===== src/rtl/dmem_arbiter.sv =====
// dmem_arbiter: two-requester sequencer for single-port data memory (optional DMEM_ARB_FIXED_PRIO_EN = fixed priority)
module dmem_arbiter #(
  parameter int AW = 5,
  parameter int DW = 32
) (
  input  logic          clk,
  input  logic          rst_n,
  input  logic          req0,
  input  logic          req1,
  input  logic          we0,
  input  logic          we1,
  input  logic [AW-1:0] addr0,
  input  logic [AW-1:0] addr1,
  input  logic [DW-1:0] wdata0,
  input  logic [DW-1:0] wdata1,
  output logic          gnt0,
  output logic          gnt1,
  output logic          rvalid0,
  output logic          rvalid1,
  output logic [DW-1:0] rdata0,
  output logic [DW-1:0] rdata1,
  output logic          mem_we,
  output logic [AW-1:0] mem_waddr,
  output logic [DW-1:0] mem_wdata,
  output logic [AW-1:0] mem_raddr,
  input  logic [DW-1:0] mem_rdata,
  output logic          busy
);
  typedef enum logic {IDLE, ACCESS} state_t;
  state_t state;
  logic last_gnt, cur, win;
  // winner among pending requests (1 = requester 1)
`ifdef DMEM_ARB_FIXED_PRIO_EN
  always_comb win = !req0;
`else
  always_comb win = (req0 && req1) ? !last_gnt : req1;
`endif
  // FSM: latch winner in IDLE, execute the access for one cycle, return read data
  always_ff @(posedge clk or negedge rst_n)
    if (!rst_n) begin
      state     <= IDLE;
      last_gnt  <= 1'b1;
      cur       <= 1'b0;
      gnt0      <= 1'b0;
      gnt1      <= 1'b0;
      rvalid0   <= 1'b0;
      rvalid1   <= 1'b0;
      rdata0    <= '0;
      rdata1    <= '0;
      mem_we    <= 1'b0;
      mem_waddr <= '0;
      mem_wdata <= '0;
      mem_raddr <= '0;
      busy      <= 1'b0;
    end else begin
      rvalid0 <= 1'b0;
      rvalid1 <= 1'b0;
      if (state == IDLE) begin
        if (req0 || req1) begin
          state     <= ACCESS;
          cur       <= win;
          gnt0      <= !win;
          gnt1      <= win;
          busy      <= 1'b1;
          mem_we    <= win ? we1 : we0;
          mem_waddr <= win ? addr1 : addr0;
          mem_raddr <= win ? addr1 : addr0;
          mem_wdata <= win ? wdata1 : wdata0;
        end
      end else begin
        state    <= IDLE;
        gnt0     <= 1'b0;
        gnt1     <= 1'b0;
        busy     <= 1'b0;
        mem_we   <= 1'b0;
        last_gnt <= cur;
        if (!mem_we && !cur) begin
          rvalid0 <= 1'b1;
          rdata0  <= mem_rdata;
        end
        if (!mem_we && cur) begin
          rvalid1 <= 1'b1;
          rdata1  <= mem_rdata;
        end
      end
    end
endmodule


===== config.mk =====
export PLATFORM = sky130hd
export DESIGN_NAME = dmem_arbiter
export DESIGN_NICKNAME = d
export VERILOG_FILES = /design/src/rtl/dmem_arbiter.sv
export SDC_FILE = /design/constraint.sdc
export NUM_CORES = 1
export LEC_CHECK = 0
export CORE_ASPECT_RATIO = 0.7
export CORE_UTILIZATION = 40
export CTS_CLUSTER_SIZE = 20
export DETAILED_ROUTE_END_ITERATION = 8
export PLACE_DENSITY = 0.8
export SKIP_LAST_GASP = 1
export SYNTH_ARGS = -nofsm -noshare
export SYNTH_HDL_FRONTEND = slang
export SYNTH_SLANG_ARGS = --single-unit

===== constraint.sdc =====
create_clock -name clk -period 1.7 [get_ports clk]
set_input_delay 0.255 -clock clk [delete_from_list [all_inputs] [get_ports clk]]
set_output_delay 0.255 -clock clk [all_outputs]
set_load 0.05 [all_outputs]

== Word level (Yosys, flattened, before mapping) ==
Cells that the tools add are included.

* Reductions and logical operators: 12
* Bitwise operators: 1
* Muxes and demuxes: 18

{| class="wikitable"
|+ Operator list
! cell !! number
|-
| two-way mux 32 bit || 1
|-
| two-way mux 1 bit || 16
|-
| AND reduction 2 bit || 3
|-
| two-way mux 5 bit || 1
|-
| logical NOT 1 bit || 4
|-
| logical AND 1 bit || 3
|-
| nonzero test 2 bit || 1
|-
| logical OR 1 bit || 1
|-
| NOT 1 bit || 1
|}

* Output and inout port bits: 112
* Input port bits: 112
* Bits in registers: 110
* Word-level logic and storage cells: 44

== Longest topological paths before layout ==
* Depth after elaboration: 5
* Depth in mapped cells: 6
* Depth with buffers taken out: 3

== Least setup slack after synthesis ==
No wires, ideal clock.

* Path kind: register to register
* Start: reg mem_we
* End: reg rdata1[10]
* Data arrival time: 1.516 ns
* Library setup time: 0.125 ns
* Cell stages (with the launch flop): 4
* Clock period less this slack: 1.640 ns
* Slack: 0.060 ns
* Cells stage by stage: dfrtp_1 nand3b_1 buf_2 mux2_2

* Cells in the longest elaborated chain, start to end: 3

{| class="wikitable"
|+ Ends and longest elaborated chain
! item !! line !! text
|-
| start: declaration || 22 || <nowiki>output logic mem_we,</nowiki>
|-
| start signal: assignment || 65 || <nowiki>mem_we <= win ? we1 : we0;</nowiki>
|-
| logical NOT 1 bit || 81 || <nowiki>if (!mem_we && cur) begin</nowiki>
|-
| logical AND 1 bit || 81 ||
|-
| AND reduction 2 bit (no line) || - ||
|-
| end signal: assignment || 83 || <nowiki>rdata1 <= mem_rdata;</nowiki>
|-
| end: declaration || 21 || <nowiki>output logic [DW-1:0] rdata1,</nowiki>
|}

Every way passes these cells.
A chain may end at the register's enable or synchronous reset.

== Worst setup path after layout ==
* Start: reg rvalid0
* End: out rvalid0

{| class="wikitable"
|+ RTL lines
! item !! line !! text
|-
| start: declaration || 18 || <nowiki>output logic rvalid0,</nowiki>
|-
| start signal: assignment || 46 || <nowiki>rvalid0 <= 1'b0;</nowiki>
|-
| start signal: assignment || 56 || <nowiki>rvalid0 <= 1'b0;</nowiki>
|-
| start signal: assignment || 78 || <nowiki>rvalid0 <= 1'b1;</nowiki>
|}

No word-level cell between the ends.

==> results.yml <==
setup_path:
  crit_path_cell_trace: "dlygate4sd2_1"
  cpMaxStageDelayCell: "dlygate4sd2_1"
  critPathTopFamily: "buffers and inverters"
  worst_setup_path_start_kind: "register"
  worst-path-buf-inv: 1
  required_ns: 1.44
  crit_arrival_ns: 1.19
  critPathKind: "register to output port"
  rr_startpoint: "mem_we$_DFFE_PN0P_"
  timing.critical_path.from: "rvalid0$_DFF_PN0_"
  endpoint_kind: "output port"
  critPathMaxStageDelay_ns: 0.52
  cp_max_fo: 1
sta:
  final_max_slew_viol_count: 0
  final-setup-viol-count: 0
  min_period_over_period_pct: 84.8
  fin_crit_ns: 1.44
  max_slew_margin_pct: 65.8
  worst_pin_slew_ns: 0.513
  setup_ws_ns: 0.258
  max_freq_mhz: 694
  holdWs_ns: 0.425
  hold_violations: 0
  fin_setup_tns_ns: 0
  rsz0062_at_grt: "false"
  fin_skew_ns: 0.00761
place:
  port_buffers: 223
  placement.cell_area_mm2: 0.00659
  gp_congestion: 0.767
  dp_cells: 724
  place_ws_ns: -0.0176
  dpl.hpwl_um: 8740
routing:
  vias: 3624
  antenna_left: 0
  drt-wirelength-per-cell_um: 15.9
  viasPerCell: 4.89
  drc: 0
  drt_iter0_drc: 102
  firstDrtPassIters: 4
  routed_wl_um: 11800
job:
  maxCapViolCount: 0
die:
  std_cell_rows: 31
  ios: 224
  floorplan.initialDensity_pct: 42.0
  core_area_mm2: 0.0106
  dieArea_mm2: 0.0115
  fp.dieW_um: 128
  chipHeight_um: 90.2
global_routing:
  antenna_found_initial: 0
  grt_first_pass_wirelength_um: 19300
  grt_pass1_vias: 3707
  grt_use_total_pct: 21.3
  grt_max_degree: 45
  grt_overflow: 0
yosys:
  synth_top_area_share_pct: 61.4
  synth_cell_types: 20
  seq_area_frac_synth_pct: 62.0
  synth_cells: 370
  synth_seq_cells: 110
  synth_top_area_cell: "dfrtp_1"
  synth_area_leaders: "dfrtp_1 (61%), mux2_2 (15%), nand2_1 (6.3%)"
  syn-num-nets: 482
  syn_avg_cell_area_um2: 12.0
  syn-cell-area_mm2: 0.00444
  yosys_warnings: 0
clock_tree:
  clock_path_buffers: 2
  cts_buffers: 9
  post_cts_buffers: 0
  worstSkewPairLatency_ns: 0.34
  clock-sinks: 110
  cts_tree: "done"
  clkTransAtPathRegs_ns: 0.07
  clockRootBuffer: "clkbuf_16"
  h-tree-depth: 3
status:
  status: "finished clean"
layout:
  nets: 700
  area.growth.synth_to_final_pct: 55.1
  instances_no_fill: 741
  fin_area_mm2: 0.00689
  nFillCells: 846
  diodes: 0
  layout-drive-gt1-share_pct: 34.1
  finish.utilization_pct: 65.1
power_and_ir_drop:
  p_switching_mw: 6.22
  p_leak_nw: 3.07
  p_per_area_mw_per_mm2: 1930
  sequentialPowerShare_pct: 31.3
  report.power.total_mw: 13.3
  power_frac_clock_pct: 15.7
  power.internal_mw: 7.07
  comb_power_share_pct: 53.0
  ir_worst_vdd_uv: 1620
  switching_share_pct: 46.8
min_path:
  hold_path_class: "input pin to async pin"
[power by group through the flow]
stage	Sequential, mW	Combinational [mW]	Clock (mW)
2_1_floorplan	7.54	1.35	0
3_3_place_gp	4.14	7.00	0
3_5_place_dp	4.20	7.10	0
4_1_cts	4.17	7.10	2.16
5_1_grt	4.29	7.31	2.27
6_report	4.16	7.04	2.09
[logic make-up after synthesis]
kind of cell           count (synthesis)  synth area share [%]
and+or+nand+nor                      121                  10.8
AOI/OAI and AO/OA                     44                  6.45
buffers and inverters                 30                  4.36
DFF                                  110                  62.0
muxes                                 65                  16.5
[routing by layer]
| metal | track usage (%) | part of all wire [%] | vias up |
|---|---|---|---|
| li1 | - | - | 1695 |
| met1 | 26.3 | 41 | 1759 |
| met2 | 36.2 | 50 | 148 |
| met3 | 5.60 | 6.5 | 22 |
| met4 | 7.25 | 2.3 | 0 |
| met5 | 0 | 0 | - |
[layout by cell type, fill, tap and decap left out, drive strengths merged, types with 2 or more instances in the layout]
cell type | Yosys | layout
buf | 28 | 123
clkdlybuf4s50 | 0 | 110
dfrtp | 109 | 109
nand2 | 75 | 75
mux2 | 65 | 65
nor2 | 40 | 40
a31oi | 37 | 37
clkbuf | 0 | 10
nor3 | 4 | 4
clkinvlp | 0 | 3
inv | 2 | 3
a21oi | 2 | 2
[repair_timing]
item	CTS	global route
hold buffers	1	0
endpoints found under the setup margin	1	0
hold endpoints to repair	32	0
resized for setup	1	0
[layout make-up]
| cell class | instances | area [µm²] | share of cell area, % |
|---|---|---|---|
| Clock buffer | 10 | 229 | 3.32 |
| Timing Repair Buffer | 235 | 2140 | 31.1 |
| Tap cell | 148 | 185 | 2.69 |
| Inverter | 2 | 7.51 | 0.109 |
| Multi-Input combinational cell | 230 | 1500 | 21.8 |
| Sequential cell | 110 | 2750 | 40.0 |
| Clock inverter | 6 | 70.1 | 1.02 |
[synth_stat cells]
cell type    n
nand3b_1     1
dfrtp_1    109
a211oi_1     1
buf_2       14
buf_4       11
buf_6        3
inv_1        2
nand2_1     75
o22ai_1      1
nor2_1      40
a21oi_1      2
a31oi_1     37
mux2_1       5
nor3_1       4
o21ba_2      1
nor3b_4      1
dfstp_2      1
a21boi_2     1
mux2_2      60
a21bo_1      1
[sequential cells by signal, indices dropped and copies added, names as in the netlist]
register / count
rdata0: 32
rdata1: 32
mem_we: 1
busy: 1
gnt1: 1
gnt0: 1
last_gnt: 1
mem_wdata: 32
mem_raddr: 5
rvalid1: 1
state: 1
rvalid0: 1
cur: 1
[path summary, 6_finish.rpt]
path | endpoint | slack, ns | depth (start not counted)
max | rvalid0 | 0.26 | 1
min | rdata0[30]$_DFFE_PN0P_ | 0.43 | 2
max reg2reg | rdata0[1]$_DFFE_PN0P_ | 0.28 | 3
min reg2reg | rdata0[31]$_DFFE_PN0P_ | 0.49 | 1
max in group asynchronous | rdata1[13]$_DFFE_PN0P_ | 0.66 | 3
min in group clk | mem_raddr[0]$_DFFE_PN0P_ | 0.47 | 3
(Power assumes the default switching activity.)
